<file path="src/rtl/cpu_ctrl_pkg.sv">
// Shared definitions for the multicycle RV32I control path: opcodes, FSM
// states, datapath mux encodings and the control output bundle.
package cpu_ctrl_pkg;

    // RV32I major opcodes (IR[6:0])
    localparam logic [6:0] OP_LOAD   = 7'b0000011;
    localparam logic [6:0] OP_STORE  = 7'b0100011;
    localparam logic [6:0] OP_RTYPE  = 7'b0110011;
    localparam logic [6:0] OP_ITYPE  = 7'b0010011;
    localparam logic [6:0] OP_BRANCH = 7'b1100011;
    localparam logic [6:0] OP_JAL    = 7'b1101111;
    localparam logic [6:0] OP_JALR   = 7'b1100111;
    localparam logic [6:0] OP_LUI    = 7'b0110111;
    localparam logic [6:0] OP_AUIPC  = 7'b0010111;

    typedef enum logic [3:0] {
        S_FETCH, S_DECODE, S_MEMADR, S_MEMREAD, S_MEMWB, S_MEMWRITE,
        S_EXECUTER, S_EXECUTEI, S_LUI, S_AUIPC, S_ALUWB, S_BRANCH,
        S_JALRADR, S_JUMP, S_HALT
    } state_t;

    // ALU operand A select
    localparam logic [1:0] SRCA_PC    = 2'b00;
    localparam logic [1:0] SRCA_OLDPC = 2'b01;
    localparam logic [1:0] SRCA_RS1   = 2'b10;
    localparam logic [1:0] SRCA_ZERO  = 2'b11;

    // ALU operand B select
    localparam logic [1:0] SRCB_RS2   = 2'b00;
    localparam logic [1:0] SRCB_IMM   = 2'b01;
    localparam logic [1:0] SRCB_FOUR  = 2'b10;

    // ALU operation class
    localparam logic [1:0] ALUOP_ADD  = 2'b00;
    localparam logic [1:0] ALUOP_CMP  = 2'b01;
    localparam logic [1:0] ALUOP_FUNC = 2'b10;

    // Result bus select
    localparam logic [1:0] RES_ALUOUT = 2'b00;
    localparam logic [1:0] RES_RDATA  = 2'b01;
    localparam logic [1:0] RES_ALURES = 2'b10;

    // Immediate format select
    localparam logic [2:0] IMM_I = 3'b000;
    localparam logic [2:0] IMM_S = 3'b001;
    localparam logic [2:0] IMM_B = 3'b010;
    localparam logic [2:0] IMM_J = 3'b011;
    localparam logic [2:0] IMM_U = 3'b100;

    typedef struct packed {
        logic       mem_req;
        logic       mem_write;
        logic       adr_src;
        logic       ir_write;
        logic       pc_update;
        logic       branch;
        logic       reg_write;
        logic [1:0] alu_src_a;
        logic [1:0] alu_src_b;
        logic [1:0] alu_op;
        logic [1:0] result_src;
        logic [2:0] imm_src;
        logic       instr_done;
    } ctrl_out_t;

    // State that follows DECODE for a given opcode
    function automatic state_t decode_next(input logic [6:0] op);
        case (op)
            OP_LOAD, OP_STORE: return S_MEMADR;
            OP_RTYPE:          return S_EXECUTER;
            OP_ITYPE:          return S_EXECUTEI;
            OP_BRANCH:         return S_BRANCH;
            OP_JAL:            return S_JUMP;
            OP_JALR:           return S_JALRADR;
            OP_LUI:            return S_LUI;
            OP_AUIPC:          return S_AUIPC;
            default:           return S_HALT;
        endcase
    endfunction

endpackage

</file>
<file path="src/rtl/ctrl_outdec.sv">
// Combinational output decoder: state (plus op and mem_ready where a state
// needs them) to the datapath control bundle.
module ctrl_outdec
    import cpu_ctrl_pkg::*;
(
    input  state_t     state,
    input  logic [6:0] op,
    input  logic       mem_ready,
    output ctrl_out_t  ctrl
);

    // Moore decode; only FETCH and MEMWRITE look at mem_ready
    always_comb begin
        ctrl = '0;
        case (state)
            S_FETCH: begin
                ctrl.mem_req    = 1'b1;
                ctrl.alu_src_a  = SRCA_PC;
                ctrl.alu_src_b  = SRCB_FOUR;
                ctrl.alu_op     = ALUOP_ADD;
                ctrl.result_src = RES_ALURES;
                ctrl.ir_write   = mem_ready;
                ctrl.pc_update  = mem_ready;
            end
            S_DECODE: begin
                // precompute OldPC+imm so branch/JAL targets sit in ALUOut
                ctrl.alu_src_a = SRCA_OLDPC;
                ctrl.alu_src_b = SRCB_IMM;
                ctrl.alu_op    = ALUOP_ADD;
                ctrl.imm_src   = (op == OP_JAL) ? IMM_J : IMM_B;
            end
            S_MEMADR: begin
                ctrl.alu_src_a = SRCA_RS1;
                ctrl.alu_src_b = SRCB_IMM;
                ctrl.alu_op    = ALUOP_ADD;
                ctrl.imm_src   = (op == OP_STORE) ? IMM_S : IMM_I;
            end
            S_MEMREAD: begin
                ctrl.mem_req = 1'b1;
                ctrl.adr_src = 1'b1;
            end
            S_MEMWB: begin
                ctrl.result_src = RES_RDATA;
                ctrl.reg_write  = 1'b1;
                ctrl.instr_done = 1'b1;
            end
            S_MEMWRITE: begin
                ctrl.mem_req    = 1'b1;
                ctrl.mem_write  = 1'b1;
                ctrl.adr_src    = 1'b1;
                ctrl.instr_done = mem_ready;
            end
            S_EXECUTER: begin
                ctrl.alu_src_a = SRCA_RS1;
                ctrl.alu_src_b = SRCB_RS2;
                ctrl.alu_op    = ALUOP_FUNC;
            end
            S_EXECUTEI: begin
                ctrl.alu_src_a = SRCA_RS1;
                ctrl.alu_src_b = SRCB_IMM;
                ctrl.imm_src   = IMM_I;
                ctrl.alu_op    = ALUOP_FUNC;
            end
            S_LUI: begin
                ctrl.alu_src_a = SRCA_ZERO;
                ctrl.alu_src_b = SRCB_IMM;
                ctrl.imm_src   = IMM_U;
            end
            S_AUIPC: begin
                ctrl.alu_src_a = SRCA_OLDPC;
                ctrl.alu_src_b = SRCB_IMM;
                ctrl.imm_src   = IMM_U;
            end
            S_ALUWB: begin
                ctrl.result_src = RES_ALUOUT;
                ctrl.reg_write  = 1'b1;
                ctrl.instr_done = 1'b1;
            end
            S_BRANCH: begin
                ctrl.alu_src_a  = SRCA_RS1;
                ctrl.alu_src_b  = SRCB_RS2;
                ctrl.alu_op     = ALUOP_CMP;
                ctrl.result_src = RES_ALUOUT;
                ctrl.branch     = 1'b1;
                ctrl.instr_done = 1'b1;
            end
            S_JALRADR: begin
                ctrl.alu_src_a = SRCA_RS1;
                ctrl.alu_src_b = SRCB_IMM;
                ctrl.imm_src   = IMM_I;
                ctrl.alu_op    = ALUOP_ADD;
            end
            S_JUMP: begin
                // PC <- ALUOut (target); ALU forms OldPC+4 as the link value
                ctrl.alu_src_a  = SRCA_OLDPC;
                ctrl.alu_src_b  = SRCB_FOUR;
                ctrl.alu_op     = ALUOP_ADD;
                ctrl.result_src = RES_ALUOUT;
                ctrl.pc_update  = 1'b1;
            end
            default: ctrl = '0;
        endcase
    end

endmodule

</file>
<file path="src/rtl/multicycle_ctrl.sv">
// Multicycle RV32I control FSM: state register, next-state logic, reset
// gating of the control outputs and the sticky illegal-opcode flag.
module multicycle_ctrl
    import cpu_ctrl_pkg::*;
(
    input  logic       clk,
    input  logic       rst,
    input  logic [6:0] op,
    input  logic       mem_ready,
    output logic       MemReq,
    output logic       MemWrite,
    output logic       AdrSrc,
    output logic       IRWrite,
    output logic       PCUpdate,
    output logic       Branch,
    output logic       RegWrite,
    output logic [1:0] ALUSrcA,
    output logic [1:0] ALUSrcB,
    output logic [1:0] ALUOp,
    output logic [1:0] ResultSrc,
    output logic [2:0] ImmSrc,
    output logic       instr_done,
    output logic       illegal
);

    state_t    state, state_n;
    logic      illegal_q;
    ctrl_out_t dec, ctrl;

    // Next state; op matters only in DECODE and MEMADR
    always_comb begin
        state_n = state;
        case (state)
            S_FETCH:    if (mem_ready) state_n = S_DECODE;
            S_DECODE:   state_n = decode_next(op);
            S_MEMADR:   state_n = (op == OP_STORE) ? S_MEMWRITE : S_MEMREAD;
            S_MEMREAD:  if (mem_ready) state_n = S_MEMWB;
            S_MEMWRITE: if (mem_ready) state_n = S_FETCH;
            S_MEMWB, S_ALUWB, S_BRANCH: state_n = S_FETCH;
            S_EXECUTER, S_EXECUTEI, S_LUI, S_AUIPC: state_n = S_ALUWB;
            S_JALRADR:  state_n = S_JUMP;
            S_JUMP:     state_n = S_ALUWB;
            S_HALT:     state_n = S_HALT;
            default:    state_n = S_HALT;
        endcase
    end

    // State register and sticky illegal flag; reset wins over everything
    always_ff @(posedge clk) begin
        if (rst) begin
            state     <= S_FETCH;
            illegal_q <= 1'b0;
        end else begin
            state <= state_n;
            if (state_n == S_HALT) illegal_q <= 1'b1;
        end
    end

    ctrl_outdec u_outdec (
        .state     (state),
        .op        (op),
        .mem_ready (mem_ready),
        .ctrl      (dec)
    );

    // Force every control line low while reset is held
    assign ctrl = rst ? '0 : dec;

    assign MemReq     = ctrl.mem_req;
    assign MemWrite   = ctrl.mem_write;
    assign AdrSrc     = ctrl.adr_src;
    assign IRWrite    = ctrl.ir_write;
    assign PCUpdate   = ctrl.pc_update;
    assign Branch     = ctrl.branch;
    assign RegWrite   = ctrl.reg_write;
    assign ALUSrcA    = ctrl.alu_src_a;
    assign ALUSrcB    = ctrl.alu_src_b;
    assign ALUOp      = ctrl.alu_op;
    assign ResultSrc  = ctrl.result_src;
    assign ImmSrc     = ctrl.imm_src;
    assign instr_done = ctrl.instr_done;
    assign illegal    = illegal_q & ~rst;

endmodule

</file>
<file path="config.mk">
export PLATFORM = sky130hd
export DESIGN_NAME = multicycle_ctrl
export DESIGN_NICKNAME = d
export VERILOG_FILES = /design/src/rtl/cpu_ctrl_pkg.sv /design/src/rtl/ctrl_outdec.sv /design/src/rtl/multicycle_ctrl.sv
export SDC_FILE = /design/constraint.sdc
export NUM_CORES = 1
export LEC_CHECK = 0
export BUFFER_PORTS_ARGS = -buffer_cell sky130_fd_sc_hd__buf_4
export CAP_MARGIN = 0
export CELL_PAD_IN_SITES_DETAIL_PLACEMENT = 0
export CELL_PAD_IN_SITES_GLOBAL_PLACEMENT = 2
export CORE_AREA = 2 2 57 59
export CTS_CLUSTER_SIZE = 40
export DETAILED_ROUTE_END_ITERATION = 10
export DIE_AREA = 0 0 59 61
export PLACE_DENSITY = 0.75
export REMOVE_ABC_BUFFERS = 1
export SYNTH_ARGS = -nofsm -noshare
export SYNTH_HDL_FRONTEND = slang
export SYNTH_SLANG_ARGS = --single-unit
</file>
<file path="constraint.sdc">
create_clock -name clk -period 3.3 [get_ports clk]
set_input_delay 0.165 -clock clk [delete_from_list [all_inputs] [get_ports clk]]
set_output_delay 0.165 -clock clk [all_outputs]
set_load 0.01 [all_outputs]
</file>
==> results of run 1 <==
## cell type report
| cell class | instances | area [um^2] |
|---|---|---|
| sequential | 5 | 100 |
| inverter | 2 | 7.51 |
| tap | 33 | 41.3 |
| multi-input combinational | 95 | 538 |
| clock buffer | 4 | 26.3 |
| fill | 338 | 2020 |
| timing repair buffer | 29 | 218 |
## stage by stage
stage | hold slack (ns) | instance area (um^2) | setup slack, ns
floorplan | 0.234 | 646 | 1.73
global placement | 0.465 | 905 | 1.47
detailed placement | 0.465 | 905 | 1.47
CTS | 0.212 | 931 | 1.35
global route | 0.219 | 931 | 1.15
finish | 0.216 | 931 | 1.32
## flip-flops by register name, indices dropped and copies added, names as in the netlist
register	flops
illegal_q	1
state	4
## layer usage
layer	part of all wire, %	GRT usage (%)	routed length [um]	vias up
met4	0.65	3.90	14	0
met5	0	0	0	-
met1	49	15.2	1060	389
met3	6.3	1.92	135	2
li1	-	-	-	443
met2	44	21.3	948	28
## final timing paths
| check | startpoint | endpoint | slack (ns) | cells past startpoint |
|---|---|---|---|---|
| setup reg to reg | state[1] | illegal_q | 1.44 | 4 |
| setup / recovery | state[3] | RegWrite | 1.32 | 5 |
| hold reg to reg | illegal_q | illegal_q | 0.61 | 2 |
| hold / removal | rst | state[2] | 0.22 | 2 |
## cell usage after synthesis, drive strengths merged
cell and n:
o32a 1, or3 3, a21boi 1, xnor2 2
a211o 1, clkbuf 4, o22a 1, nand4 1
a31o 1, o31ai 1, inv 2, buf 4
nor2 15, o221ai 1, o22ai 3, o21ai 2
a41oi 1, nand2 14, nand2b 9, or2 2
a21oi 9, nor2b 4, nor3 9, o21a 1
and3 1, dfxtp 5, nand3 3, nand4b 1
a2bb2oi 2, a31oi 3, nand3b 2, mux2 1
## layout by cell type (no fill, tap or decap), drive strengths merged, types with 2 or more instances in the layout
cell type / Yosys / routed
nand2b: 9 / 9
clkbuf: 4 / 4
nand3b: 2 / 2
or2: 2 / 2
xnor2: 2 / 2
nand3: 3 / 3
inv: 2 / 2
a2bb2oi: 2 / 2
o21ai: 2 / 2
nor3: 9 / 9
nor2b: 4 / 4
buf: 4 / 29
nand2: 14 / 14
o22ai: 3 / 3
a21oi: 9 / 9
a31oi: 3 / 3
nor2: 15 / 15
or3: 3 / 3
dfxtp: 5 / 5
## where the power goes
group          internal, mW  switching, mW
combinational         0.180          0.176
clock                0.0456         0.0233
sequential           0.0777         0.0741
## cell families after synthesis
family | Yosys count
DFF | 5
muxes | 1
AOI/OAI and AO/OA | 28
buffers and inverters | 10
xor gates and xnor gates | 2
and+or+nand+nor | 64
## critical path, cell delays in order, from the launching register on
cell and delay, ns:
dfxtp_1 0.66, nor2b_1 0.28, nand2_1 0.15, o21a_1 0.17
nor3_1 0.16, buf_4 0.16
==> flow_summary.json, run 1 <==
{
  "status": "finished clean",
  "worstMarginPinSlew_ns": 0.661,
  "drc_errors": 0,
  "synth_top_cell_by_area": "dfxtp_1",
  "critical_path.max_fanout": 17,
  "required_ns": 3.13,
  "routedWlPerCell_um": 12.8,
  "end_kind": "primary output",
  "grt_pass1_wl_um": 3400,
  "synth_fa_ha_area_share_pct": 0,
  "slew_viol_final": 0,
  "io-pin-count": 30,
  "synth-compound-area-share_pct": 27.4,
  "tritoncts": "done",
  "h-tree-depth": 1,
  "cap_violations": 0,
  "port_buffers": 29,
  "route.final.wire_length_um": 2160,
  "start_util_pct": 23.0,
  "syn_area_per_cell_um2": 6.18,
  "peakVddDrop_v": 0.000190,
  "relSlewSlack_pct": 55.9,
  "rsz0062_at_grt": "false",
  "antenna_found_initial": 0,
  "synth.area.mux_share_pct": 1.66,
  "synthCells": 110,
  "cts_hold_buf": 0,
  "drive_above_1_share_pct": 26.7,
  "utilization_pct": 31.5,
  "finalHoldViolations": 0,
  "grt_usage_pct": 12.1,
  "rows": 20,
  "ys_seq_elements": 5,
  "dpl.cell_count": 164,
  "root_buffer": "clkbuf_4",
  "start_kind": "flip-flop",
  "numCtsBuffers": 3,
  "die_h_um": 61,
  "cts_buffer_depth": 2,
  "instances_no_fill": 168,
  "synth_area_um2": 679,
  "area_growth_syn_to_layout_pct": 37.0,
  "power_mw": 0.577,
  "firstDrtPassIters": 4,
  "netlist_top_cells_area": "dfxtp_1 (15%), nand2b_1 (8.3%), nor2_1 (8.3%)",
  "synth_xor_area_share_pct": 2.58,
  "clk-insertion-delay-late_ns": 0.24,
  "grt_pass1_vias": 754,
  "place_congestion": 0.750,
  "antenna_cells": 0,
  "grt_max_degree": 21,
  "clock-sinks": 5,
  "synth_top_family_by_area": "simple AND/OR/NAND/NOR gates",
  "finClkSkew_ns": 0.00255,
  "arrival_ns": 1.81,
  "route.antenna.remaining_nets": 0,
  "tns_ns": 0,
  "yosysTopAreaCellShare_pct": 14.7,
  "synth_cell_types": 34,
  "nets": 146,
  "die_x_um": 59,
  "coreArea_um2": 2950,
  "place_hpwl_um": 1660,
  "crit_type": "reg2out",
  "vias_per_cell": 5.13,
  "grt-ovfl-total": 0,
  "clock.fmax_mhz": 506,
  "p_leak_nw": 0.393,
  "yosysWarnings": 0,
  "holdCritPathClass": "in2reg",
  "cellPowerDensity_nw_per_um2": 620,
  "fin_crit_sh_pct": 59.9,
  "cts_setup_buffers": 0,
  "synth_simple_gate_area_share_pct": 47.5,
  "seq_area_frac_synth_pct": 14.7,
  "setup_violations": 0,
  "vias": 862,
  "cts_resized": 0,
  "die_area_um2": 3600,
  "drt_iter0_markers": 12,
  "period_needed_ns": 1.98,
  "clk_pin_slew_worst_paths_ns": 0.04
}
Power figures use the tool's default switching activity.
==> run 2, diff against run 1 <==
Settings changed: ABC_AREA set to 1, CORE_AREA 2 2 57 59 to 2 2 60 62, DIE_AREA 0 0 59 61 to 0 0 62 64, PLACE_DENSITY 0.75 to 0.72.
Clock period 3.3 ns to 2 ns, I/O delays scaled along.
==> flow_summary.json, run 2 <==
{
  "dpl.cell_count": 203,
  "place_congestion": 0.800,
  "start_kind": "flip-flop",
  "route.final.wire_length_um": 2150,
  "utilization_pct": 29.7,
  "end_kind": "primary output",
  "post-place-ws_ns": 0.508,
  "layout_common_cells": "nand2_1 (32), buf_4 (29), nor2_1 (21), inv_1 (18), nand3_1 (13)",
  "root_buffer": "clkbuf_4",
  "synthArstFlopShare_pct": 0,
  "drc_errors": 0,
  "vias_per_cell": 4.39,
  "multi_input_area_um2": 483,
  "die_h_um": 64,
  "seq_area_frac_synth_pct": 14.7,
  "grt_pass1_vias": 798,
  "peakVddDrop_v": 0.000228,
  "netlist_top_cells_area": "nand2_1 (18%), dfxtp_1 (15%), nor2_1 (12%)",
  "synthCells": 130,
  "clock-sinks": 5,
  "slew_viol_final": 0,
  "nets": 172,
  "path_buf_inv": 4,
  "clk-insertion-delay-late_ns": 0.24,
  "required_ns": 1.90,
  "firstDrtPassIters": 4,
  "vias": 908,
  "final_common_cell": "nand2_1",
  "holdCritPathClass": "in2reg",
  "cellPowerDensity_nw_per_um2": 968,
  "clock.fmax_mhz": 576,
  "area_growth_syn_to_layout_pct": 42.9,
  "syn_area_per_cell_um2": 5.25,
  "crit_top_cell": "inv_1",
  "crit_type": "reg2out",
  "finalWorstSetupSlack_ns": 0.265,
  "grt_usage_pct": 11.1,
  "antenna_cells": 0,
  "place_hpwl_um": 1860,
  "largest_reg_flops": 4,
  "synth_xor_area_share_pct": 0,
  "cts_setup_buffers": 0,
  "top_regs": "state x4, illegal_q x1",
  "synth_top_cell_by_area": "nand2_1",
  "synth_cell_types": 23,
  "setup_violations": 0,
  "tns_ns": 0,
  "die_x_um": 62,
  "critical_path.max_fanout": 7,
  "numCtsBuffers": 3,
  "register_area_um2": 100,
  "tritoncts": "done",
  "finClkSkew_ns": 0.00347,
  "arrival_ns": 1.64,
  "cts_hold_buf": 0,
  "io-pin-count": 30,
  "die_area_um2": 3970,
  "synth_edf_count": 0,
  "worstPathCellList": "inv_2 -> nor2_4 -> nand2_2 -> inv_1 -> a21oi_1 -> nand3_1 -> inv_1 -> a31oi_1 -> buf_4",
  "h-tree-depth": 1,
  "grt_pass1_wl_um": 3420,
  "grt-ovfl-total": 0,
  "rsz0062_at_grt": "false",
  "synth.area.mux_share_pct": 0,
  "grt_max_degree": 24,
  "synthTopCellsByCount": "nand2_1 (32), nor2_1 (21), inv_1 (18), nand3_1 (13), a21oi_1 (12)",
  "rows": 21,
  "status": "finished clean",
  "start_util_pct": 20.8,
  "drt_iter0_markers": 32,
  "cts_resized": 0,
  "final_area_um2": 975,
  "relSlewSlack_pct": 78.0,
  "synth_ff_type": "dfxtp_1",
  "cpPeakStageDelay_ns": 0.51,
  "port_buffers": 29,
  "placed_area_um2": 948,
  "synth_top_family_by_area": "simple AND/OR/NAND/NOR gates",
  "synth-compound-area-share_pct": 15.4,
  "instances_no_fill": 207,
  "yosysTopAreaCellShare_pct": 17.6,
  "worstMarginPinSlew_ns": 0.330,
  "crit_path_top_delay_cell": "dfxtp_1",
  "coreArea_um2": 3280,
  "drive_above_1_share_pct": 28.0,
  "synth_fa_ha_area_share_pct": 0,
  "antenna_found_initial": 0,
  "cap_violations": 0,
  "cts_buffer_depth": 2,
  "yosysWarnings": 0,
  "finalHoldViolations": 0,
  "routedWlPerCell_um": 10.4,
  "nFillCells": 387,
  "synth_simple_gate_area_share_pct": 55.4,
  "fin_crit_sh_pct": 86.8,
  "clk_pin_slew_worst_paths_ns": 0.04,
  "yosysMostFrequentCell": "nand2_1",
  "synth_area_um2": 682,
  "route.antenna.remaining_nets": 0,
  "ys_seq_elements": 5,
  "p_leak_nw": 0.516,
  "top_register": "state",
  "crit_family": "flip-flops",
  "period_needed_ns": 1.74
}
[run 2: changes by cell type after synthesis, moves of 4 or more]
cell	before	now
inv_1	2	18
inv_2	0	5
nand2_1	14	32
nand2b_1	9	0
nand3_1	3	13
nor2_1	15	21
nor2b_1	4	0
nor3_1	9	2
[run 2: worst paths after layout]
path / slack [ns] / from / to / cells past startpoint
setup / recovery: 0.26 / state[1] / ALUSrcA[1] / 9
hold / removal: 0.22 / rst / state[3] / 2
setup reg to reg: 0.57 / state[1] / illegal_q / 9
hold reg to reg: 0.46 / illegal_q / illegal_q / 2
[run 2: power breakdown]
part           switching (mW)  internal, mW  leakage, nW
clock network          0.0378        0.0752       0.0150
logic                   0.397         0.249        0.460
registers              0.0542         0.131       0.0409
[run 2: kinds of logic after synthesis]
kind of cell           count (synthesis)
AO/OA/AOI/OAI                         19
buffers and inverters                 26
flip-flops                             5
AND/OR/NAND/NOR                       80
[run 2: worst register-to-register path, stage by stage (launching register included)]
cell and delay, ns:
dfxtp_1 0.51, nor2_4 0.10, nand2_1 0.17, nand3_1 0.13, nor2_1 0.11, nand2_1 0.07, nand2_1 0.07, nand2_2 0.05
nand3_1 0.07, nand2_1 0.05
[run 2: final cells by class]
cell class	instances	area share (%)
Inverter	24	9.24
Timing Repair Buffer	29	22.3
Tap cell	46	5.91
Clock buffer	4	2.70
Multi-Input combinational cell	99	49.6
Sequential cell	5	10.3
[run 2: routing by layer]
layer,track usage [%],vias up,part of all wire [%],routed length [um]
met5,0,-,0,0
met4,2.39,0,0,0
met3,1.21,0,5.3,115
met2,19.8,33,50,1080
met1,13.7,397,45,957
li1,-,478,-,-
[run 2: stage by stage]
stage | hold slack [ns] | power (mW)
3_5_place_dp | 0.448 | 0.838
2_1_floorplan | 0.169 | 0.592
6_report | 0.222 | 0.943
4_1_cts | 0.218 | 0.957
3_3_place_gp | 0.437 | 0.841
5_1_grt | 0.228 | 1.05
==> run 3, diff against run 2 <==
==> constraint.sdc (replaced) <==
create_clock -name clk -period 2 [get_ports clk]
set_input_delay 0.4 -clock clk [delete_from_list [all_inputs] [get_ports clk]]
set_output_delay 0.4 -clock clk [all_outputs]
set_load 0.01 [all_outputs]
==> flow_summary.json, run 3 (same netlist as run 2, synthesis figures left out) <==
{
  "utilization_pct": 30.2,
  "period_needed_ns": 1.88,
  "crit_type": "reg2out",
  "drc_errors": 0,
  "cts_setup_buffers": 0,
  "cts_buffer_depth": 2,
  "tritoncts": "done",
  "end_kind": "primary output",
  "setup_violations": 0,
  "instances_no_fill": 208,
  "p_leak_nw": 0.523,
  "route.antenna.remaining_nets": 0,
  "grt_usage_pct": 11.4,
  "top_register": "state",
  "finClkSkew_ns": 0.0000535,
  "firstDrtPassIters": 4,
  "place_congestion": 0.786,
  "drt_iter0_markers": 36,
  "start_util_pct": 20.8,
  "relSlewSlack_pct": 83.2,
  "port_buffers": 29,
  "critical_path.max_fanout": 7,
  "vias": 876,
  "layout_common_cells": "nand2_1 (32), buf_4 (30), nor2_1 (20), inv_1 (18), nand3_1 (13)",
  "die_h_um": 64,
  "finalHoldViolations": 0,
  "rows": 21,
  "drive_above_1_share_pct": 30.9,
  "vias_per_cell": 4.21,
  "clk_pin_slew_worst_paths_ns": 0.04,
  "antenna_cells": 0,
  "area_growth_syn_to_layout_pct": 45.3,
  "clock-sinks": 5,
  "cap_violations": 0,
  "finalWorstSetupSlack_ns": 0.122,
  "grt_pass1_vias": 886,
  "nets": 173,
  "h-tree-depth": 1,
  "post-place-ws_ns": 0.216,
  "dpl.cell_count": 204,
  "largest_reg_flops": 4,
  "antenna_found_initial": 0,
  "grt_pass1_wl_um": 3600,
  "grt_max_degree": 24,
  "arrival_ns": 1.48,
  "die_x_um": 62,
  "coreArea_um2": 3280,
  "cts_hold_buf": 0,
  "status": "finished clean",
  "fin_crit_sh_pct": 93.9,
  "clock.fmax_mhz": 532,
  "worstMarginPinSlew_ns": 0.251,
  "top_regs": "state x4, illegal_q x1",
  "final_common_cell": "nand2_1",
  "holdCritPathClass": "reg2reg",
  "root_buffer": "clkbuf_4",
  "required_ns": 1.60,
  "io-pin-count": 30,
  "peakVddDrop_v": 0.000311,
  "slew_viol_final": 0,
  "grt-ovfl-total": 0,
  "start_kind": "flip-flop",
  "die_area_um2": 3970,
  "whs_ns": 0.449,
  "numCtsBuffers": 3,
  "cts_resized": 1,
  "nFillCells": 386,
  "clk-insertion-delay-late_ns": 0.24,
  "route.final.wire_length_um": 2160,
  "rsz0062_at_grt": "true",
  "place_hpwl_um": 1860,
  "cellPowerDensity_nw_per_um2": 962,
  "tns_ns": 0,
  "routedWlPerCell_um": 10.4
}
==> run 3: changes by cell type in the layout (fill, tap and decap cells not counted) <==
| cell | delta |
|---|---|
| nor2_2 | +1 |
| buf_4 | +1 |
| nor2_1 | -1 |
| dfxtp_1 | -3 |
| dfxtp_2 | +2 |
| dfxtp_4 | +1 |
==> run 3: worst paths after layout <==
path | from | end | slack, ns | cells after the start
worst max-delay path | state[1] | ALUSrcB[0] | 0.12 | 9
worst min-delay path | illegal_q | illegal_q | 0.45 | 2
worst max register to register | state[3] | illegal_q | 0.63 | 10
worst min register to register | illegal_q | illegal_q | 0.45 | 2
==> run 3: metal layers <==
layer	vias to the layer above	GRT usage, %	share of wire, %
met1	366	14.1	47
met2	27	20.1	47
met3	0	2.02	5.7
met4	0	2.39	0
li1	483	-	-
met5	-	0	0
==> run 3: metrics by stage <==
stage | cell area [um^2] | total power [mW]
floorplan | 673 | 0.592
global placement | 956 | 0.841
global route | 991 | 1.06
finish | 991 | 0.954
detailed placement | 956 | 0.840
CTS | 983 | 0.959
==> run 3: worst max-delay path: stages, from the launching register on <==
cell and delay (ns):
dfxtp_4 0.39, inv_2 0.06, nor2_4 0.12, nand2_2 0.09, inv_1 0.10, a21oi_1 0.05, nand3_1 0.08, inv_1 0.05
a21oi_1 0.14, buf_4 0.14
==> run 3: cell type report <==
type | count | area, um^2 | share of cell area [%]
multi-input combinational | 99 | 485 | 49.0
timing repair buffer | 30 | 225 | 22.7
sequential | 5 | 106 | 10.7
inverter | 24 | 90.1 | 9.09
tap | 46 | 57.6 | 5.81
clock buffer | 4 | 26.3 | 2.65
==> run 3: power by group <==
group	switching, mW	internal (mW)	leakage [nW]
registers	0.0571	0.137	0.0424
logic	0.392	0.252	0.466
clock network	0.0399	0.0753	0.0150
